<file path="config.mk">
export PLATFORM = sky130hd
export DESIGN_NAME = uart_tx_arbiter
export DESIGN_NICKNAME = d
export VERILOG_FILES = /design/src/rtl/uart_pkg.sv /design/src/rtl/uart_tx_arbiter_rr_pick.sv /design/src/rtl/uart_tx_arbiter.sv
export SDC_FILE = /design/constraint.sdc
export NUM_CORES = 1
export LEC_CHECK = 0
export ABC_AREA = 1
export CAP_MARGIN = 20
export CORE_ASPECT_RATIO = 1.25
export CORE_MARGIN = 2
export CORE_UTILIZATION = 52
export DETAILED_ROUTE_END_ITERATION = 8
export GPL_ROUTABILITY_DRIVEN = 1
export PLACE_DENSITY_LB_ADDON = 0.05
export SLEW_MARGIN = 15
export SYNTH_ARGS = -nofsm -noshare
export SYNTH_HDL_FRONTEND = slang
export SYNTH_HIERARCHICAL = 1
export SYNTH_SLANG_ARGS = --single-unit
</file>
<file path="constraint.sdc">
create_clock -name clock -period 2.5 [get_ports clock]
set_input_delay 0.25 -clock clock [delete_from_list [all_inputs] [get_ports clock]]
set_output_delay 0.25 -clock clock [all_outputs]
set_load 0.1 [all_outputs]
</file>
<file path="src/rtl/uart_pkg.sv">
// Shared UART definitions: arbiter state encoding and the default baud divider,
// so the UART blocks and their benches agree on both.
package uart_pkg;

   localparam logic [2:0] ST_IDLE      = 3'd0;
   localparam logic [2:0] ST_ACCEPT    = 3'd1;
   localparam logic [2:0] ST_WAIT_BUSY = 3'd2;
   localparam logic [2:0] ST_WAIT_DONE = 3'd3;
   localparam logic [2:0] ST_HOLD      = 3'd4;

   typedef enum logic [2:0] {
      IDLE      = ST_IDLE,
      ACCEPT    = ST_ACCEPT,
      WAIT_BUSY = ST_WAIT_BUSY,
      WAIT_DONE = ST_WAIT_DONE,
      HOLD      = ST_HOLD
   } arb_state_t;

   localparam int CLOCK_DIV = 434;

endpackage

</file>
<file path="src/rtl/uart_tx_arbiter_rr_pick.sv">
// Combinational round-robin picker: first set bit of i_valid at or after
// i_start, wrapping modulo N.
module rr_pick
   import uart_pkg::*;
#(
   parameter int N  = 4,
   parameter int IW = $clog2(N)
) (
   input  logic [N-1:0]  i_valid,
   input  logic [IW-1:0] i_start,
   output logic [IW-1:0] o_idx,
   output logic          o_found
);

   int w_pos;

   // Scan from the far end so the candidate closest to i_start is written last.
   always_comb begin
      o_idx   = '0;
      o_found = 1'b0;
      w_pos   = 0;
      for (int k = N - 1; k >= 0; k--) begin
         w_pos = int'(i_start) + k;
         if (w_pos >= N) w_pos = w_pos - N;
         if (i_valid[IW'(w_pos)]) begin
            o_idx   = IW'(w_pos);
            o_found = 1'b1;
         end
      end
   end

endmodule

</file>
<file path="src/rtl/uart_tx_arbiter.sv">
// Shares one UART_TX between NUM_REQ byte sources: round-robin between packets,
// locked to one source until it sends a byte marked last.
module uart_tx_arbiter
   import uart_pkg::*;
#(
   parameter int NUM_REQ      = 4,
   parameter int BUSY_TIMEOUT = 8,
   parameter int HOLD_TIMEOUT = 4096
) (
   input  logic                       clock,
   input  logic                       reset,
   input  logic [NUM_REQ-1:0]         req_valid,
   input  logic [8*NUM_REQ-1:0]       req_data,
   input  logic [NUM_REQ-1:0]         req_last,
   output logic [NUM_REQ-1:0]         req_ready,
   output logic                       tx_start,
   output logic [7:0]                 tx_data,
   input  logic                       tx_busy,
   output logic [$clog2(NUM_REQ)-1:0] grant_id,
   output logic                       grant_active,
   output logic                       err_timeout
);

   localparam int IW = $clog2(NUM_REQ);
   localparam int WW = $clog2(BUSY_TIMEOUT + 1);
   localparam int HW = $clog2(HOLD_TIMEOUT + 1);

   arb_state_t         r_state;
   logic [IW-1:0]      r_grant;
   logic [IW-1:0]      r_rr_ptr;
   logic [7:0]         r_data;
   logic               r_last;
   logic               r_start;
   logic               r_active;
   logic               r_err;
   logic [NUM_REQ-1:0] r_ready;
   logic [WW-1:0]      r_wait_cnt;
   logic [HW-1:0]      r_hold_cnt;

   logic [IW-1:0]      w_pick_idx;
   logic               w_pick_found;
   logic               w_busy_to;
   logic               w_byte_done;

   function automatic logic [IW-1:0] f_next(input logic [IW-1:0] idx);
      return (int'(idx) == NUM_REQ - 1) ? '0 : idx + 1'b1;
   endfunction

   rr_pick #(.N(NUM_REQ), .IW(IW)) u_pick (
      .i_valid (req_valid),
      .i_start (r_rr_ptr),
      .o_idx   (w_pick_idx),
      .o_found (w_pick_found)
   );

   // A missing busy edge ends the byte exactly like a normal busy fall.
   assign w_busy_to   = (r_state == WAIT_BUSY) && !tx_busy &&
                        (r_wait_cnt == WW'(BUSY_TIMEOUT - 1));
   assign w_byte_done = w_busy_to || ((r_state == WAIT_DONE) && !tx_busy);

   always_ff @(posedge clock or posedge reset) begin
      if (reset) begin
         r_state    <= IDLE;
         r_grant    <= '0;
         r_rr_ptr   <= '0;
         r_data     <= '0;
         r_last     <= 1'b0;
         r_start    <= 1'b0;
         r_active   <= 1'b0;
         r_err      <= 1'b0;
         r_ready    <= '0;
         r_wait_cnt <= '0;
         r_hold_cnt <= '0;
      end else begin
         r_ready <= '0;
         r_start <= 1'b0;
         case (r_state)
            IDLE: begin
               if (w_pick_found) begin
                  r_grant              <= w_pick_idx;
                  r_data               <= req_data[8*w_pick_idx +: 8];
                  r_last               <= req_last[w_pick_idx];
                  r_ready[w_pick_idx]  <= 1'b1;
                  r_start              <= 1'b1;
                  r_active             <= 1'b1;
                  r_state              <= ACCEPT;
               end
            end
            ACCEPT: begin
               r_wait_cnt <= '0;
               r_state    <= WAIT_BUSY;
            end
            WAIT_BUSY: begin
               if (tx_busy)
                  r_state <= WAIT_DONE;
               else if (r_wait_cnt != WW'(BUSY_TIMEOUT))
                  r_wait_cnt <= r_wait_cnt + 1'b1;
            end
            WAIT_DONE: begin
            end
            HOLD: begin
               if (req_valid[r_grant]) begin
                  r_data           <= req_data[8*r_grant +: 8];
                  r_last           <= req_last[r_grant];
                  r_ready[r_grant] <= 1'b1;
                  r_start          <= 1'b1;
                  r_state          <= ACCEPT;
               end else if (r_hold_cnt == HW'(HOLD_TIMEOUT - 1)) begin
                  r_hold_cnt <= HW'(HOLD_TIMEOUT);
                  r_err      <= 1'b1;
                  r_rr_ptr   <= f_next(r_grant);
                  r_active   <= 1'b0;
                  r_state    <= IDLE;
               end else begin
                  r_hold_cnt <= r_hold_cnt + 1'b1;
               end
            end
            default: r_state <= IDLE;
         endcase

         if (w_byte_done) begin
            if (w_busy_to) r_err <= 1'b1;
            if (r_last) begin
               r_rr_ptr <= f_next(r_grant);
               r_active <= 1'b0;
               r_state  <= IDLE;
            end else begin
               r_hold_cnt <= '0;
               r_state    <= HOLD;
            end
         end
      end
   end

   assign req_ready    = r_ready;
   assign tx_start     = r_start;
   assign tx_data      = r_data;
   assign grant_id     = r_grant;
   assign grant_active = r_active;
   assign err_timeout  = r_err;

endmodule
</file>
## Yosys cells after proc, flatten, opt, wreduce, memory -nomap -nowiden

Index checks and enable logic that the tools add are counted.

| storage, ports and cells | value |
|---|---|
| bits in registers | 40 |
| input bits | 43 |

| cells by class | value |
|---|---|
| equal/unequal tests | 16 |
| add/subtract/negate cells | 10 |
| reduce and logical (&&, ||, !) cells | 14 |
| shift operators | 2 |
| $lt $le $gt $ge | 12 |
| multiplexer cells | 78 |

Operators with widths:

| operator | count |
|---|---|
| 13-bit 2-to-1 mux | 5 |
| 32-bit by 6-bit indexed part select with 8-bit output | 2 |
| 1-bit 2-to-1 mux | 31 |
| 2-bit 2-to-1 mux | 14 |
| 3-bit 2-to-1 mux | 6 |
| 2-bit by 4-bit < comparator with 1-bit output, second input constant | 4 |
| 4-bit 2-to-1 mux | 4 |
| 8-bit 2-to-1 mux | 2 |
| 4-bit one-hot mux with 2 select lines | 2 |
| 8-bit one-hot mux with 2 select lines | 1 |
| 3-bit one-hot mux with 5 select lines | 1 |
| 1-bit binary-select mux with 2-bit select | 7 |
| 13-bit by 1-bit adder with 13-bit output, second input constant | 1 |
| 13-bit by 12-bit == test with 1-bit output, second input constant | 1 |
| 3-bit greater-or-equal comparator, second input constant | 3 |
| 4-bit != test, second input constant | 2 |
| 2-bit by 1-bit subtractor with 2-bit output, second input constant | 4 |
| 2-bit by 2-bit adder with 3-bit output, second input constant | 2 |
| 3-bit by 2-bit == test with 1-bit output, second input constant | 2 |
| 2-bit by 3-bit < comparator with 1-bit output, second input constant | 2 |
| 2-bit != test, second input constant | 3 |
| 1-bit one-hot mux with 2 select lines | 3 |
| 3-bit AND reduction | 2 |
| 1-bit logical AND | 5 |
| other kinds (19) | 23 |

## Depth between registers and ports, before layout

Gate-level depths: netlist of the first run.

| depth | value |
|---|---|
| depth in word-level cells | 16 |
| depth in mapped cells | 19 |

## Hierarchy

Netlist of the first run, hierarchy kept.

By module, submodules not included:

| module | area an instance (µm²) | instances | cells each |
|---|---|---|---|
| uart_tx_arbiter | 2,796.4 | 1 | 406 |
| rr_pick | 215.2 | 1 | 44 |

## Worst setup path before layout of the first run

Ideal clock, no wire load.

| timing path | value |
|---|---|
| kind | register to register |
| start point | register r_grant[0], in the netlist grant_id[0] |
| end point | register r_data[0], in the netlist tx_data[0] |
| data required time | 2.380 ns |
| library setup time | 0.120 ns |
| path slack | 0.397 ns |
| stages on the path, launching flop included | 11 |
| period minus slack after synthesis | 2.103 ns |
| data arrival time | 1.983 ns |
| path through | dfrtp_1 -> buf_4 -> inv_4 -> nand2_1 -> nand3_1 -> nand2_4 -> nand2_2 -> nand2_2 -> inv_1 -> nand2_1 -> nand2_1 |

| between the ends | value |
|---|---|
| cells in the longest elaborated chain, start to end | 4 |
| elaborated cells between the ends (all ways) | 7 |
| those cells by class | eq/ne (1); shift (1); mux (4); reduce/logical (1) |

RTL lines:

| element | RTL line | source |
|---|---|---|
| start, declared | uart_tx_arbiter.sv:29 | `logic [IW-1:0] r_grant;` |
| start signal, assigned | uart_tx_arbiter.sv:80 | `r_grant <= w_pick_idx;` |
| branches (longest 4 deep; another with 32-bit by 6-bit indexed part select with 8-bit output) | n/a |  |
| end signal, assigned | uart_tx_arbiter.sv:81 | `r_data <= req_data[8*w_pick_idx +: 8];` |
| end signal, assigned | uart_tx_arbiter.sv:103 | `r_data <= req_data[8*r_grant +: 8];` |
| end, declared | uart_tx_arbiter.sv:31 | `logic [7:0] r_data;` |

Several ways; the timed one is not identified. The select of a mux whose other input is x is not followed.
A chain may end at the register's enable or synchronous reset.

## Worst setup path after layout of the first run

| timing path | value |
|---|---|
| start point | register r_rr_ptr[0] |
| end point | register r_data[1], in the netlist tx_data[1] |

| between the ends | value |
|---|---|
| cells in the longest elaborated chain, start to end | 13 |
| elaborated cells between the ends (all ways) | 40 |
| those cells by class | add/sub (7); order compare (4); eq/ne (1); shift (1); mux (26); reduce/logical (1) |

RTL lines:

| element | RTL line | source |
|---|---|---|
| start, declared | uart_tx_arbiter.sv:30 | `logic [IW-1:0] r_rr_ptr;` |
| start signal, assigned | uart_tx_arbiter.sv:111 | `r_rr_ptr <= f_next(r_grant);` |
| start signal, assigned | uart_tx_arbiter.sv:124 | `r_rr_ptr <= f_next(r_grant);` |
| 2-bit by 2-bit adder with 3-bit output | uart_tx_arbiter_rr_pick.sv:23 | `w_pos = int'(i_start) + k;` |
| 3-bit greater-or-equal comparator / 2-bit by 1-bit subtractor with 2-bit output (equally long branches) | uart_tx_arbiter_rr_pick.sv:24 | `if (w_pos >= N) w_pos = w_pos - N;` |
| 2-bit 2-to-1 mux | uart_tx_arbiter_rr_pick.sv:24 |  |
| 1-bit binary-select mux with 2-bit select | uart_tx_arbiter_rr_pick.sv:25 | `if (i_valid[IW'(w_pos)]) begin` |
| 1-bit 2-to-1 mux (not written as such) (2 in a row) | uart_tx_arbiter_rr_pick.sv:25 |  |
| 2-bit 2-to-1 mux (3 in a row) | uart_tx_arbiter_rr_pick.sv:25 |  |
| 2-bit 2-to-1 mux * | uart_tx_arbiter_rr_pick.sv:25 |  |
| net w_pick_idx[0] | uart_tx_arbiter.sv:40 | `logic [IW-1:0] w_pick_idx;` |
| 32-bit by 6-bit indexed part select with 8-bit output * | uart_tx_arbiter.sv:81 |  |
| 8-bit 2-to-1 mux * | uart_tx_arbiter.sv:79 | `if (w_pick_found) begin` |
| 8-bit one-hot mux with 2 select lines * | uart_tx_arbiter.sv:77 | `case (r_state)` |

The timed path passes the listed nets; every way through them passes the cells marked *. The select of a mux whose other input is x is not followed.

==> summary.md, run 1 <==
| Metric | Value |
|---|---|
| Result of the run | complete, no violations |
| Slowest-stage cell, CP | sky130_fd_sc_hd__dfrtp_2 |
| Tot Pwr | 0.004625 W |
| Post-detailed-route via-to-cell ratio | 5.003 |
| Number of port buffers | 59 |
| Power per cell area | 1265 nW/um^2 |
| Clock Sinks | 40 |
| Combined buffer and inverter count along the critical path | 1 |
| Final Routed Wirelength | 6.868 mm |
| Ports placed on the boundary | 60 |
| Post-Syn Area | 3012 sq um |
| Maximum vdd ir drop | 0.6843 mV |
| Detail Route Antenna Nets | 0 |
| Initial DRC count | 165 |
| WP data required | 2.68 ns |
| Count of state elements after synthesis | 40 |
| Startpoint kind of the worst setup timing path | flop |
| H-tree levels | 2 |
| Ordered cell list for the critical path | o21ai_1 > nand2_1 > nand3_2 > nand2_1 > nand2_1 > nand2_1 > inv_1 > nand2_1 > nand2_2 > nand2_1 > nand3_1 > nand2_1 > nand2_1 > nand2_1 |
| Clock transition at the registers of the reported paths | 0.08 ns |
| Effective utilization at floorplan | 52.82% |
| Slew Limit Headroom | 66.58% |
| Vias in the first global route | 2599 |
| Setup TNS | 0 ns |
| Critical path class | reg2reg |
| Setup repair after global routing missed its margin | false |
| Count of unique library cells instantiated by Yosys | 35 |
| Met2 wire len | 3.190 mm |
| Final Core Density | 64.14% |
| First-pass GRT wire length | 11.63 mm |
| Most frequent cell on the critical path | sky130_fd_sc_hd__nand2_1 |
| DRC Markers | 0 |
| Biggest cell delay along the critical path | 0.51 ns |
| Half-perimeter wire length after placement | 5.196 mm |
| Worst Path Max Fanout | 16 |
| Height of the die | 89.09 um |
| Core region area | 5702 sq um |
| Post-Layout Cell Count | 576 |
| Mean instance size in the synthesized netlist | 6.693 sq um |
| Number of placed cells counting well taps | 568 |
| Layout cell share with drive strength beyond 1 | 13.33% |
| Routed wire length per instance | 11.92 um |
| Number of max-slew violations in the final report | 0 |
| Number of hold violations in the final report | 0 |
| Largest buffer count on any clock path | 2 |
| Crit share post-route | 87.70% |
| Transition at the pin with the smallest max-transition slack | 0.5014 ns |
| Arrival time at the worst endpoint | 2.37 ns |
| Number of max-cap violations | 0 |
| Root buffer selected by CTS | sky130_fd_sc_hd__clkbuf_8 |
| Count of mapped cells out of synthesis | 450 |
| Top routing layer in use | met4 |
| Number of buffers inserted during clock tree synthesis | 5 |
| CTS tree | yes |
| Overall global routing resource usage | 22.67% |
| Die width | 72.07 um |
| Clock Skews | 0.009744 ns |
| Total congestion overflow | 0 |
| Vias | 2882 |
| Antenna violations before repair | 0 |
| Synth Warn # | 6 |
| Worst skew pair latency | 0.29 ns |
| Tmin final | 2.192 ns |
| Cell type group with the largest total delay on the critical path | simple AND/OR/NAND/NOR gates |
| Pre-antenna DRT Iters | 4 |
| Total leakage power | 1.972 nW |
| Area enclosed by the die boundary | 6420 sq um |
| WL met3 | 354 um |
| Sequential fraction of the synthesis area | 33.24% |
| Critical path capture point type | flop |
| Antenna Cells | 0 |
| Syn-to-layout area delta | 21.44% |
| Number of rows created at floorplan | 31 |
| NumNets Final | 559 |
| GP Congestion | 0.8771 |
| Max Freq | 0.4561 GHz |
| Final count of negative-setup-slack endpoints | 0 |
| Routed metal-1 wire length | 3.226 mm |
| Number of nets in the synthesized netlist | 500 |
| Kind of path behind the tightest hold check | in2async |
| Largest net degree at the start of global routing | 41 |
-- cell type report --
class                   count  area (sq um)
clock buffers               8         90.09
fillers                   552          2044
inverters                  82         320.3
multi-input cells         320          1607
flip-flops and latches     40          1002
well taps                  66         82.58
repair buffers             60         555.5
-- metrics by stage --
| stage | hold WS (ns) | cell area [sq um] | setup WS [ns] |
|---|---|---|---|
| floorplan | 0.3668 | 3012 | 0.3974 |
| global placement | 0.4651 | 3566 | 0.1947 |
| detailed placement | 0.4668 | 3566 | 0.08161 |
| CTS | 0.4046 | 3656 | 0.1708 |
| global route | 0.4856 | 3657 | 0.1085 |
| finish | 0.3810 | 3657 | 0.3075 |
-- timing repair --
item	in CTS	in global routing
buffers inserted	0	0
hold buffers	0	0
setup endpoints to repair	0	8
gates resized for setup	0	1
-- cell usage in the layout, fill, tap and decap left out, types with 7 or more instances in the layout --
master	n
sky130_fd_sc_hd__nand4_1	8
sky130_fd_sc_hd__nand3_1	62
sky130_fd_sc_hd__ha_1	7
sky130_fd_sc_hd__buf_4	18
sky130_fd_sc_hd__nand2_2	16
sky130_fd_sc_hd__inv_1	74
sky130_fd_sc_hd__o21ai_0	10
sky130_fd_sc_hd__nand2_1	145
sky130_fd_sc_hd__nor2_1	30
sky130_fd_sc_hd__a21oi_1	7
sky130_fd_sc_hd__clkdlybuf4s50_1	42
sky130_fd_sc_hd__dfrtp_1	39
-- cell usage after synthesis (all sizes together) --
cell / number / area (sq um)
a21oi: 7 / 35.03
ha: 7 / 87.58
o21ai: 17 / 111.4
nor2: 35 / 162.7
a22oi: 1 / 12.51
nand4: 8 / 50.05
buf: 8 / 83.83
nor3: 3 / 20.02
inv: 82 / 320.3
o21bai: 2 / 15.01
o211ai: 1 / 7.510
dfrtp: 40 / 1001
nand3: 66 / 350.3
xor2: 3 / 26.28
a21boi: 1 / 7.510
nand3b: 1 / 7.510
o31ai: 2 / 15.01
and2: 1 / 8.760
nand2: 165 / 689.4
-- routing by layer --
layer	up-vias	global-route usage, %
met3	9	3.157
met1	1290	28.93
met5	-	0
li1	1519	-
met2	64	39.53
met4	0	7.547
-- where the power goes --
part	total (W)	leakage [nW]	switching (W)	internal, W
registers	0.00112	0.520	0.000241	0.000874
logic	0.00306	1.41	0.00223	0.000832
clock network	0.000446	0.0455	0.000220	0.000225
total	0.00462	1.97	0.00269	0.00193
-- registers in the layout, summed over array words and instances, names as in the netlist --
register / cells
r_state: 3
grant_id: 2
tx_start: 1
r_wait_cnt: 4
err_timeout: 1
r_rr_ptr: 2
r_hold_cnt: 13
tx_data: 8
grant_active: 1
req_ready: 4
r_last: 1
-- path summary, 6_finish.rpt --
kind,from,end,slack (ns),cells after the start
min in group clock,tx_data[5],tx_data[5],0.48,2
min,reset,r_hold_cnt[8],0.38,3
max in group asynchronous,reset,r_rr_ptr[0],1.75,3
max,r_rr_ptr[0],tx_data[1],0.31,14
max reg2reg,r_rr_ptr[0],tx_data[1],0.31,14
min reg2reg,tx_data[5],tx_data[5],0.48,2
-- tightest hold or removal path, stage by stage --
cell	delay, ns
sky130_fd_sc_hd__clkdlybuf4s50_1	0.40
sky130_fd_sc_hd__inv_1	0.05
sky130_fd_sc_hd__buf_4	0.43
-- kinds of logic (layout without fill, tap and decap cells) --
kind of cell | after synthesis | count (layout) | share of synthesized area [%]
simple gates | 279 | 279 | 42.79
flops | 40 | 40 | 33.24
buf+inv | 90 | 150 | 13.42
xor+xnor | 3 | 3 | 0.8726
compound gates | 31 | 31 | 6.772
fa+ha+maj | 7 | 7 | 2.908
Power figures use the tool's default switching activity.
==> inputs of run 2 (changes only) <==
Settings changed: CAP_MARGIN 20 to 10.
==> results of run 2 <==
Final layout, timing and power as in run 1 (identical DEF).
==> inputs of run 3 (changes only) <==
Settings changed: CORE_ASPECT_RATIO 1.25 to 0.7.
==> summary.md, run 3 (synthesized netlist as in run 1, its figures left out) <==
| Metric | Value |
|---|---|
| Start of the worst register-to-register path | r_rr_ptr[0] |
| Combinational power share | 67.2% |
| Overall global routing resource usage | 23.63% |
| Total congestion overflow | 0 |
| Number of filler cells placed in the layout | 522 |
| Die width | 94.96 um |
| Depth of the critical timing path with buffers and inverters included | 14 |
| Clock Sinks | 40 |
| NetSw | 0.002775 W |
| Arrival time at the worst endpoint | 2.44 ns |
| Critical path capture point type | flop |
| Storage element area | 1002 sq um |
| Post-detailed-route via-to-cell ratio | 5.012 |
| Tmin final | 2.254 ns |
| Internal power component | 0.001930 W |
| Flop pwr share | 23.4% |
| Clock Skews | 0.01162 ns |
| DRC Markers | 0 |
| Final Core Density | 65.02% |
| Vias in the first global route | 2539 |
| Detail Route Antenna Nets | 0 |
| Number of buffers inserted during clock tree synthesis | 5 |
| Largest net degree at the start of global routing | 41 |
| Largest buffer count on any clock path | 2 |
| Area used by multi-input combinational logic | 1607 sq um |
| Syn-to-layout area delta | 22.39% |
| Tot Pwr | 0.004705 W |
| WP data required | 2.68 ns |
| DP Worst Slack | 0.07471 ns |
| Sw Share | 58.98% |
| Crit share post-route | 90.15% |
| Slowest-stage cell, CP | sky130_fd_sc_hd__dfrtp_2 |
| Final Routed Wirelength | 7.327 mm |
| Endpoint of the worst-slack reg-to-reg timing path | tx_data[0] |
| GP Congestion | 0.8757 |
| Kind of path behind the tightest hold check | in2async |
| R2R depth | 14 |
| Half-perimeter wire length after placement | 5.569 mm |
| Flop-to-flop setup slack | 0.25 ns |
| Routed wire length per instance | 12.48 um |
| Vias | 2942 |
| Number of max-slew violations in the final report | 0 |
| Final count of negative-setup-slack endpoints | 0 |
| Antenna Cells | 0 |
| Total leakage power | 1.976 nW |
| Most frequent cell on the critical path | sky130_fd_sc_hd__nand2_1 |
| Combined buffer and inverter count along the critical path | 1 |
| Setup TNS | 0 ns |
| Post-Place Cell Area | 3592 sq um |
| Critical path class | reg2reg |
| Number of hold violations in the final report | 0 |
| Number of max-cap violations | 0 |
| Number of rows created at floorplan | 23 |
| Register name with the most flops | r_hold_cnt |
| H-tree levels | 2 |
| Min setup slack post-route | 0.2462 ns |
| Cell type group with the largest total delay on the critical path | simple AND/OR/NAND/NOR gates |
| First-pass GRT wire length | 11.85 mm |
| Biggest cell delay along the critical path | 0.52 ns |
| Root buffer selected by CTS | sky130_fd_sc_hd__clkbuf_8 |
| Finished layout cell area | 3686 sq um |
| Ordered cell list for the critical path | o21ai_2 > nand2_1 > nand3_2 > nand2_1 > nand2_1 > nand2_1 > inv_1 > nand2_1 > nand2_2 > nand2_1 > nand3_1 > nand2_1 > nand2_1 > nand2_1 |
| Commonest non-fill, non-tap cell in the layout | sky130_fd_sc_hd__nand2_1 |
| Ports placed on the boundary | 60 |
| Maximum vdd ir drop | 0.4327 mV |
| Area enclosed by the die boundary | 6426 sq um |
| Number of port buffers | 59 |
| Startpoint kind of the worst setup timing path | flop |
| Antenna violations before repair | 0 |
| CTS tree | yes |
| Clock transition at the registers of the reported paths | 0.09 ns |
| Leading cell types in the layout, fill and taps excluded | sky130_fd_sc_hd__nand2_1, sky130_fd_sc_hd__inv_1, sky130_fd_sc_hd__nand3_1 |
| Worst Path Max Fanout | 16 |
| Power per cell area | 1276 nW/um^2 |
| Worst skew pair latency | 0.30 ns |
| Core region area | 5669 sq um |
| Max Freq | 0.4437 GHz |
| Pre-antenna DRT Iters | 7 |
| Part of the power in the clock network | 9.4% |
| Effective utilization at floorplan | 53.12% |
| Initial DRC count | 139 |
| Height of the die | 67.67 um |
| Slew Limit Headroom | 66.66% |
| NumNets Final | 561 |
| Setup repair after global routing missed its margin | false |
| Result of the run | complete, no violations |
| Layout cell share with drive strength beyond 1 | 14.06% |
| Transition at the pin with the smallest max-transition slack | 0.5001 ns |
| Flip-flop count of the largest register, all copies and words added | 13 |
run 3: power by group through the flow:
| stage | clock, W | sequential [W] | combinational [W] |
|---|---|---|---|
| 2_1_floorplan | 0 | 0.00189 | 0.00172 |
| 3_3_place_gp | 0 | 0.00111 | 0.00309 |
| 3_5_place_dp | 0 | 0.00111 | 0.00314 |
| 4_1_cts | 0.000456 | 0.00110 | 0.00315 |
| 5_1_grt | 0.000494 | 0.00113 | 0.00343 |
| 6_report | 0.000442 | 0.00110 | 0.00316 |
run 3: repair_timing:
action | 4_1_cts | 5_1_grt
setup buffers | 0 | 0
hold buffers | 0 | 0
setup endpoints to repair | 0 | 8
resized for setup | 0 | 1
run 3: through the flow:
stage,instances,hold slack (ns)
after floorplan,450,0.3668
after global placement,579,0.4667
after detailed placement,579,0.4646
after CTS,587,0.3906
after global routing,587,0.4389
final,587,0.3748
run 3: worst reg2reg max path: cells and delay by family, from the launching register on:
kind	cells	cell delay, ns
compound gates	1	0.26
buf+inv	1	0.19
flops	1	0.52
simple gates	12	1.17
run 3: worst max-delay path by stage:
stage / from / to / slack [ns]
2_1_floorplan: grant_id[0] / tx_data[0] / 0.40
3_3_place_gp: req_valid[3] / tx_data[5] / 0.24
3_5_place_dp: req_valid[3] / tx_data[7] / 0.07
4_1_cts: r_rr_ptr[0] / tx_data[0] / 0.16
5_1_grt: r_rr_ptr[0] / tx_data[6] / 0.06
6_report: r_rr_ptr[0] / tx_data[0] / 0.25
run 3: final cells by class:
type	count	area share (%)
Timing Repair Buffer	62	15.48
Multi-Input combinational cell	320	43.58
Clock inverter	3	0.6449
Tap cell	75	2.546
Clock buffer	5	1.867
Inverter	82	8.690
Sequential cell	40	27.19
run 3: metal layers:
metal	up-vias	wire [um]	track usage, %
met3	10	489	3.571
met2	105	3075	37.68
met4	0	93	5.978
li1	1522	-	-
met1	1305	3668	33.87
met5	-	0	0
